File: src/rtl/echo_pkg.sv
// Types shared between the inbound dispatcher and the echo indication output path.
package echo_pkg;

    localparam logic [31:0] TAG_HEARD = 32'd1;

    typedef struct packed {
        logic [31:0] tag;
        logic [31:0] meth;
        logic [31:0] v;
    } EchoIndication_data;

    function automatic EchoIndication_data pack_heard(input logic [31:0] meth,
                                                      input logic [31:0] v);
        EchoIndication_data d;
        d.tag  = TAG_HEARD;
        d.meth = meth;
        d.v    = v;
        return d;
    endfunction

endpackage

File: src/rtl/sync_fifo.sv
// Synchronous FIFO with registered occupancy; head output holds the last popped word when empty.
module sync_fifo #(
    parameter int WIDTH = 96,
    parameter int DEPTH = 2
) (
    input  logic             clk,
    input  logic             rst,
    input  logic             enq,
    input  logic             deq,
    input  logic [WIDTH-1:0] din,
    output logic [WIDTH-1:0] dout,
    output logic             full,
    output logic             empty
);

    localparam int AW = (DEPTH > 1) ? $clog2(DEPTH) : 1;

    logic [AW-1:0]    wr_ptr;
    logic [AW-1:0]    rd_ptr;
    logic [AW:0]      count;
    logic [WIDTH-1:0] mem [DEPTH];
    logic [WIDTH-1:0] last;
    logic             do_enq;
    logic             do_deq;

    assign full   = (count == (AW+1)'(DEPTH));
    assign empty  = (count == '0);
    assign do_enq = enq && !full;
    assign do_deq = deq && !empty;
    assign dout   = empty ? last : mem[rd_ptr];

    // Control state: pointers wrap naturally because DEPTH is a power of two.
    always_ff @(posedge clk) begin
        if (rst) begin
            wr_ptr <= '0;
            rd_ptr <= '0;
            count  <= '0;
        end else begin
            if (do_enq) wr_ptr <= wr_ptr + AW'(1);
            if (do_deq) rd_ptr <= rd_ptr + AW'(1);
            count <= count + (AW+1)'(do_enq) - (AW+1)'(do_deq);
        end
    end

    always_ff @(posedge clk) begin
        if (do_enq) mem[wr_ptr] <= din;
    end

    // Reset keeps the empty-state output free of X before the first pop.
    always_ff @(posedge clk) begin
        if (rst)         last <= '0;
        else if (do_deq) last <= mem[rd_ptr];
    end

endmodule

File: src/rtl/echo_indication_output.sv
// Buffers heard indications and forwards them, tagged, to the outbound pipe.
module echo_indication_output
    import echo_pkg::*;
#(
    parameter int DEPTH = 2,
    parameter int CNT_W = 16
) (
    input  logic             CLK,
    input  logic             RST,
    input  logic             heard__ENA,
    input  logic [31:0]      heard_meth,
    input  logic [31:0]      heard_v,
    output logic             heard__RDY,
    output logic             pipe_enq__ENA,
    output logic [95:0]      pipe_enq_v,
    input  logic             pipe_enq__RDY,
    output logic [CNT_W-1:0] sent_count,
    output logic             protocol_err
);

    logic               full;
    logic               empty;
    logic               accept;
    logic               deliver;
    EchoIndication_data packed_in;

    // Ready depends only on registered occupancy, never on pipe_enq__RDY.
    assign heard__RDY    = !full && !RST;
    assign pipe_enq__ENA = !empty && !RST;
    assign accept        = heard__ENA && heard__RDY;
    assign deliver       = pipe_enq__ENA && pipe_enq__RDY;
    assign packed_in     = pack_heard(heard_meth, heard_v);

    sync_fifo #(
        .WIDTH (96),
        .DEPTH (DEPTH)
    ) u_fifo (
        .clk   (CLK),
        .rst   (RST),
        .enq   (accept),
        .deq   (deliver),
        .din   (packed_in),
        .dout  (pipe_enq_v),
        .full  (full),
        .empty (empty)
    );

    always_ff @(posedge CLK) begin
        if (RST)          sent_count <= '0;
        else if (deliver) sent_count <= sent_count + CNT_W'(1);
    end

    always_ff @(posedge CLK) begin
        if (RST)                             protocol_err <= 1'b0;
        else if (heard__ENA && !heard__RDY) protocol_err <= 1'b1;
    end

endmodule
File: config.mk
export PLATFORM = sky130hd
export DESIGN_NAME = echo_indication_output
export DESIGN_NICKNAME = d
export VERILOG_FILES = /design/src/rtl/echo_pkg.sv /design/src/rtl/sync_fifo.sv /design/src/rtl/echo_indication_output.sv
export SDC_FILE = /design/constraint.sdc
export NUM_CORES = 1
export LEC_CHECK = 0
export ABC_CLOCK_PERIOD_IN_PS = 3400
export CAP_MARGIN = 20
export CORE_MARGIN = 2
export CORE_UTILIZATION = 50
export CTS_BUF_LIST = sky130_fd_sc_hd__clkbuf_8 sky130_fd_sc_hd__clkbuf_16
export DETAILED_ROUTE_END_ITERATION = 7
export HOLD_SLACK_MARGIN = 0.02
export PLACE_DENSITY = 0.77
export REMOVE_ABC_BUFFERS = 1
export SYNTH_ARGS = -nofsm -noshare
export SYNTH_HDL_FRONTEND = slang
export SYNTH_HIERARCHICAL = 1
export SYNTH_SLANG_ARGS = --single-unit
File: constraint.sdc
create_clock -name CLK -period 3.4 [get_ports CLK]
set_input_delay 0.68 -clock CLK [delete_from_list [all_inputs] [get_ports CLK]]
set_output_delay 0.68 -clock CLK [all_outputs]
set_load 0.02 [all_outputs]
* Word level (Yosys, flattened, before mapping)
Memories as Yosys holds them, arrays and structs flattened. A register that Yosys moved wholly into a read port is not among the register bits. Index checks and enable logic that the tools add are counted.
Storage, ports and cells: register bits 117, latch bits 0, RAM bits 128, bits in read-only memories 0, input bits 68, logic and storage cells 30, memories 1
Operators by class: add/sub/neg operators 5, $mul 0, div/mod/pow operators 0, $lt $le $gt $ge 0, equal/unequal tests 1, shifts and indexed selects 0, mux-type cells 5, bitwise gates (word level) 0, reduce and logical (&&, ||, !) cells 12
Memory list:
- u_fifo.mem | words 2, width 64, rd ports 1, clocked after memory_dff 1, wr ports 1, RTL line sync_fifo.sv:21 | logic [WIDTH-1:0] mem [DEPTH];
Operators by type and width (count):
- 96-bit two-way mux | 1
- 16-bit by 1-bit adder with 16-bit output (second input constant) | 1
- 1-bit logical AND | 7
- 1-bit zero test | 4
- 1-bit two-way mux | 4
- 1-bit adder (second input constant) | 2
- 2-bit by 1-bit adder with 2-bit output | 1
- 2-bit equality test (second input constant) | 1
- 2-bit zero test | 1
- 2-bit by 1-bit subtractor with 2-bit output | 1

* Logic depth before layout (Yosys ltp)
word-level depth 7, gate-level depth with buffers 17, mapped depth without buffers 11

* By module
The synthesis kept the hierarchy.
Modules (own cells, without submodules):
- sync_fifo | instances 1, cells an instance 862, area an instance 11614.9 µm², sequential area each 7787.5 µm²
- echo_indication_output | instances 1, cells an instance 92, area an instance 795.8 µm², sequential area each 340.3 µm²

* Least setup slack after synthesis
No wires, ideal clock.
kind input-to-reg, start in RST, end mem u_fifo/mem[1][0] (netlist name), enable pin, library setup time 0.466 ns, arrival time 3.495 ns, slack -0.561 ns, stages 3, path buffers 0, cells stage by stage nor2_1 and2_1 and3_1
Between the ends: word-level cells in the longest chain between the ends 6
RTL lines:
- start: declaration | RTL line echo_indication_output.sv:9 | input logic RST,
- 1-bit zero test | RTL line echo_indication_output.sv:28 | assign heard__RDY = !full && !RST;
- 1-bit logical AND | RTL line echo_indication_output.sv:28
- 1-bit logical AND | RTL line echo_indication_output.sv:30 | assign accept = heard__ENA && heard__RDY;
- net accept | RTL line echo_indication_output.sv:23 | logic accept;
- 1-bit logical AND | RTL line sync_fifo.sv:28 | assign do_enq = enq && !full;
- 1-bit two-way mux | RTL line sync_fifo.sv:46 | if (do_enq) mem[wr_ptr] <= din;
- 1-bit two-way mux (not written as such) | RTL line sync_fifo.sv:46
- end: declaration | RTL line sync_fifo.sv:21
The timed path passes the listed nets, and every way through them passes these cells.

==> flow_summary.ini <==
[floorplan]
die-height_microns = 162
die_area_sq_um = 26100
start_util = 0.510
num_rows = 57
die_w_microns = 162
core_sq_um = 24300
ios = 183

[clock_tree]
cts_resized = 0
clock_path_buffers = 3
holdBufCountCts = 0
clk_latency_ps = 540
cts_buffers = 31
cts_root_buf = clkbuf_16
cts.clk_slew.worst_paths_ps = 60
cts_tree = yes
cts_max_level = 1
cts.sinks = 310
postCtsSetupBuffers = 0

[sta]
worst_slack_ps = 132
rsz0062_at_grt = no
min_period_over_period = 0.961
worstMarginPinSlew_ps = 1020
fmax_mhz = 306
setup_tns_ps = 0
fin_skew_ps = 11.8
setup_violations = 0
min_period_ps = 3270
slew_violations = 0
hold_viol = 0
max_slew_margin = 0.319

[worst_setup_path]
critPathMaxFanout = 32
required_ps = 2720
cp-end-kind = primary output
critical_path_class = register to primary output
worstPathArrival_ps = 2590
crit_path_start_kind = register

[placement]
port_buffers = 182
hpwlAfterDp_microns = 14800
dp.cells = 1468
place_ws_ps = 603
place_congestion = 0.748

[finish]
register_area_sq_um = 8130
fin_nets = 1248
fin_cells = 1525
area_delta_synth_final_pct = 25.3
multi_input_area_sq_um = 4040
num-fill-cells = 1839
antenna_cells = 0
drive_gt1_frac = 0.107

[yosys]
synth-edff-count = 192
synth_warnings = 6
synth_seq_area_share = 0.655
synth_area_leaders = edfxtp_1 (46%), dfxtp_1 (19%), mux2i_1 (7.8%)
synth_area_sq_um = 12400
async_flop_share = 0
syn_inst = 954
synth-seq-cells = 310
synth_top_area_frac = 0.465
synthMostInstantiatedCell = nor2_1
syn_avg_cell_area_sq_um = 13.0
synth_area_leader_cell = edfxtp_1
ys_dominant_reg_cell = edfxtp_1
synth_cell_types = 40
ys_top_cells_by_count = nor2_1 (210), edfxtp_1 (192), dfxtp_1 (118)

[grt]
busiest_layer = met2
grt_usage = 0.188
gr-usage-met2 = 0.319
met3_usage = 0.0385
use_met1 = 0.248
grt_max_degree = 138
grt_first_pass_wirelength_microns = 39500
grt_pass1_vias = 7807
antenna_found_initial = 1
grt-ovfl-total = 0

[worst_hold_path]
hold_path_class = input pin to register

[outcome]
outcome = finished, final reports clean

[detailed_routing]
dr.pass1.iters = 4
ant_nets = 0
viasPerCell = 5.13
vias = 7822
drc = 0
initialDrtViolationCount = 483
wl_per_cell_microns = 16.1
totalWireLength_microns = 24500

[power]
p_leak_nw = 5.09
peakVddDrop_uv = 258
powerDensity_nw_per_um2 = 555

[flow_run]
max_cap_violations = 0
## per-layer routing
metal / vias to the layer above / wire (microns) / part of all wire
met2: 186 / 11900 / 0.48
li1: 3862 / - / -
met5: - / 13 / 0.00053
met1: 3737 / 10700 / 0.44
met4: 2 / 459 / 0.019
met3: 35 / 1430 / 0.058
## kinds of logic (layout without fill, tap and decap cells)
| family | Yosys count | after routing | synth area share |
|---|---|---|---|
| mux | 97 | 97 | 0.0782 |
| fa+ha+maj | 3 | 3 | 0.00302 |
| flops | 310 | 310 | 0.655 |
| xor+xnor | 13 | 13 | 0.00917 |
| compound gates | 204 | 204 | 0.130 |
| other cells | 2 | 64 | 0.000605 |
| buf+inv | 74 | 259 | 0.0396 |
| simple gates | 251 | 251 | 0.0842 |
## where the power goes
group	leakage, nW	internal (W)	switching (W)	total, W
registers	2.71	0.00413	0.0000386	0.00416
clock network	0.513	0.00171	0.00131	0.00302
logic	1.86	0.000608	0.000840	0.00145
## final timing paths
kind	from	endpoint	slack [ps]	cells after the start
min reg2reg	protocol_err$_SDFFE_PP0P_	protocol_err$_SDFFE_PP0P_	470	2
max	register	pipe_enq_v[16]	130	5
max reg2reg	u_fifo/count[1]$_SDFF_PP0_	u_fifo/last[56]$_SDFFE_PP0P_	980	8
min	RST	u_fifo/last[27]$_SDFFE_PP0P_	440	2
## metrics by stage
| step | power [W] | hold WS [ps] | util | instance area, sq um |
|---|---|---|---|---|
| floorplan | 0.00504 | 452 | - | 12200 |
| global placement | 0.00568 | 453 | 0.602 | 14600 |
| detailed placement | 0.00570 | 462 | 0.602 | 14600 |
| CTS | 0.00874 | 419 | 0.640 | 15600 |
| global route | 0.00899 | 429 | 0.640 | 15600 |
| finish | 0.00863 | 442 | 0.640 | 15600 |
## state kept, by name, indices dropped and copies added (netlist names), named ones only
register and count:
protocol_err 1, sent_count 16, u_fifo/count 2, u_fifo/last 96, u_fifo/mem 192, u_fifo/rd_ptr 1, u_fifo/wr_ptr 1
## critical path: stages, from the launching register on
cell and delay [ps]:
dfxtp_4 500, buf_12 300, buf_4 230, mux2i_1 300, a21oi_1 130, clkdlybuf4s50_1 570
## layout by cell type, fill, tap and decap left out, drive strengths merged, types with 2 or more instances in the layout
cell	instances
dfxtp	118
nand2	7
a211oi	96
nor2b	2
nor2	210
inv	23
buf	16
clkbuf	31
clkinv	7
mux2i	97
o21ai	4
clkdlybuf4s50	181
nand3	5
and2	3
nor3	3
nand4	5
xor2	7
edfxtp	192
and3	3
or3	4
xnor2	6
conb	64
nor4	2
a21oi	102
ha	3
## area by class of cell
type | instances | share of cell area
flip-flops and latches | 310 | 0.523
repair buffers | 197 | 0.132
inverters | 5 | 0.00137
well taps | 324 | 0.0261
multi-input cells | 632 | 0.260
clock inverters | 26 | 0.00853
clock buffers | 31 | 0.0499
(Power assumes the default switching activity.)
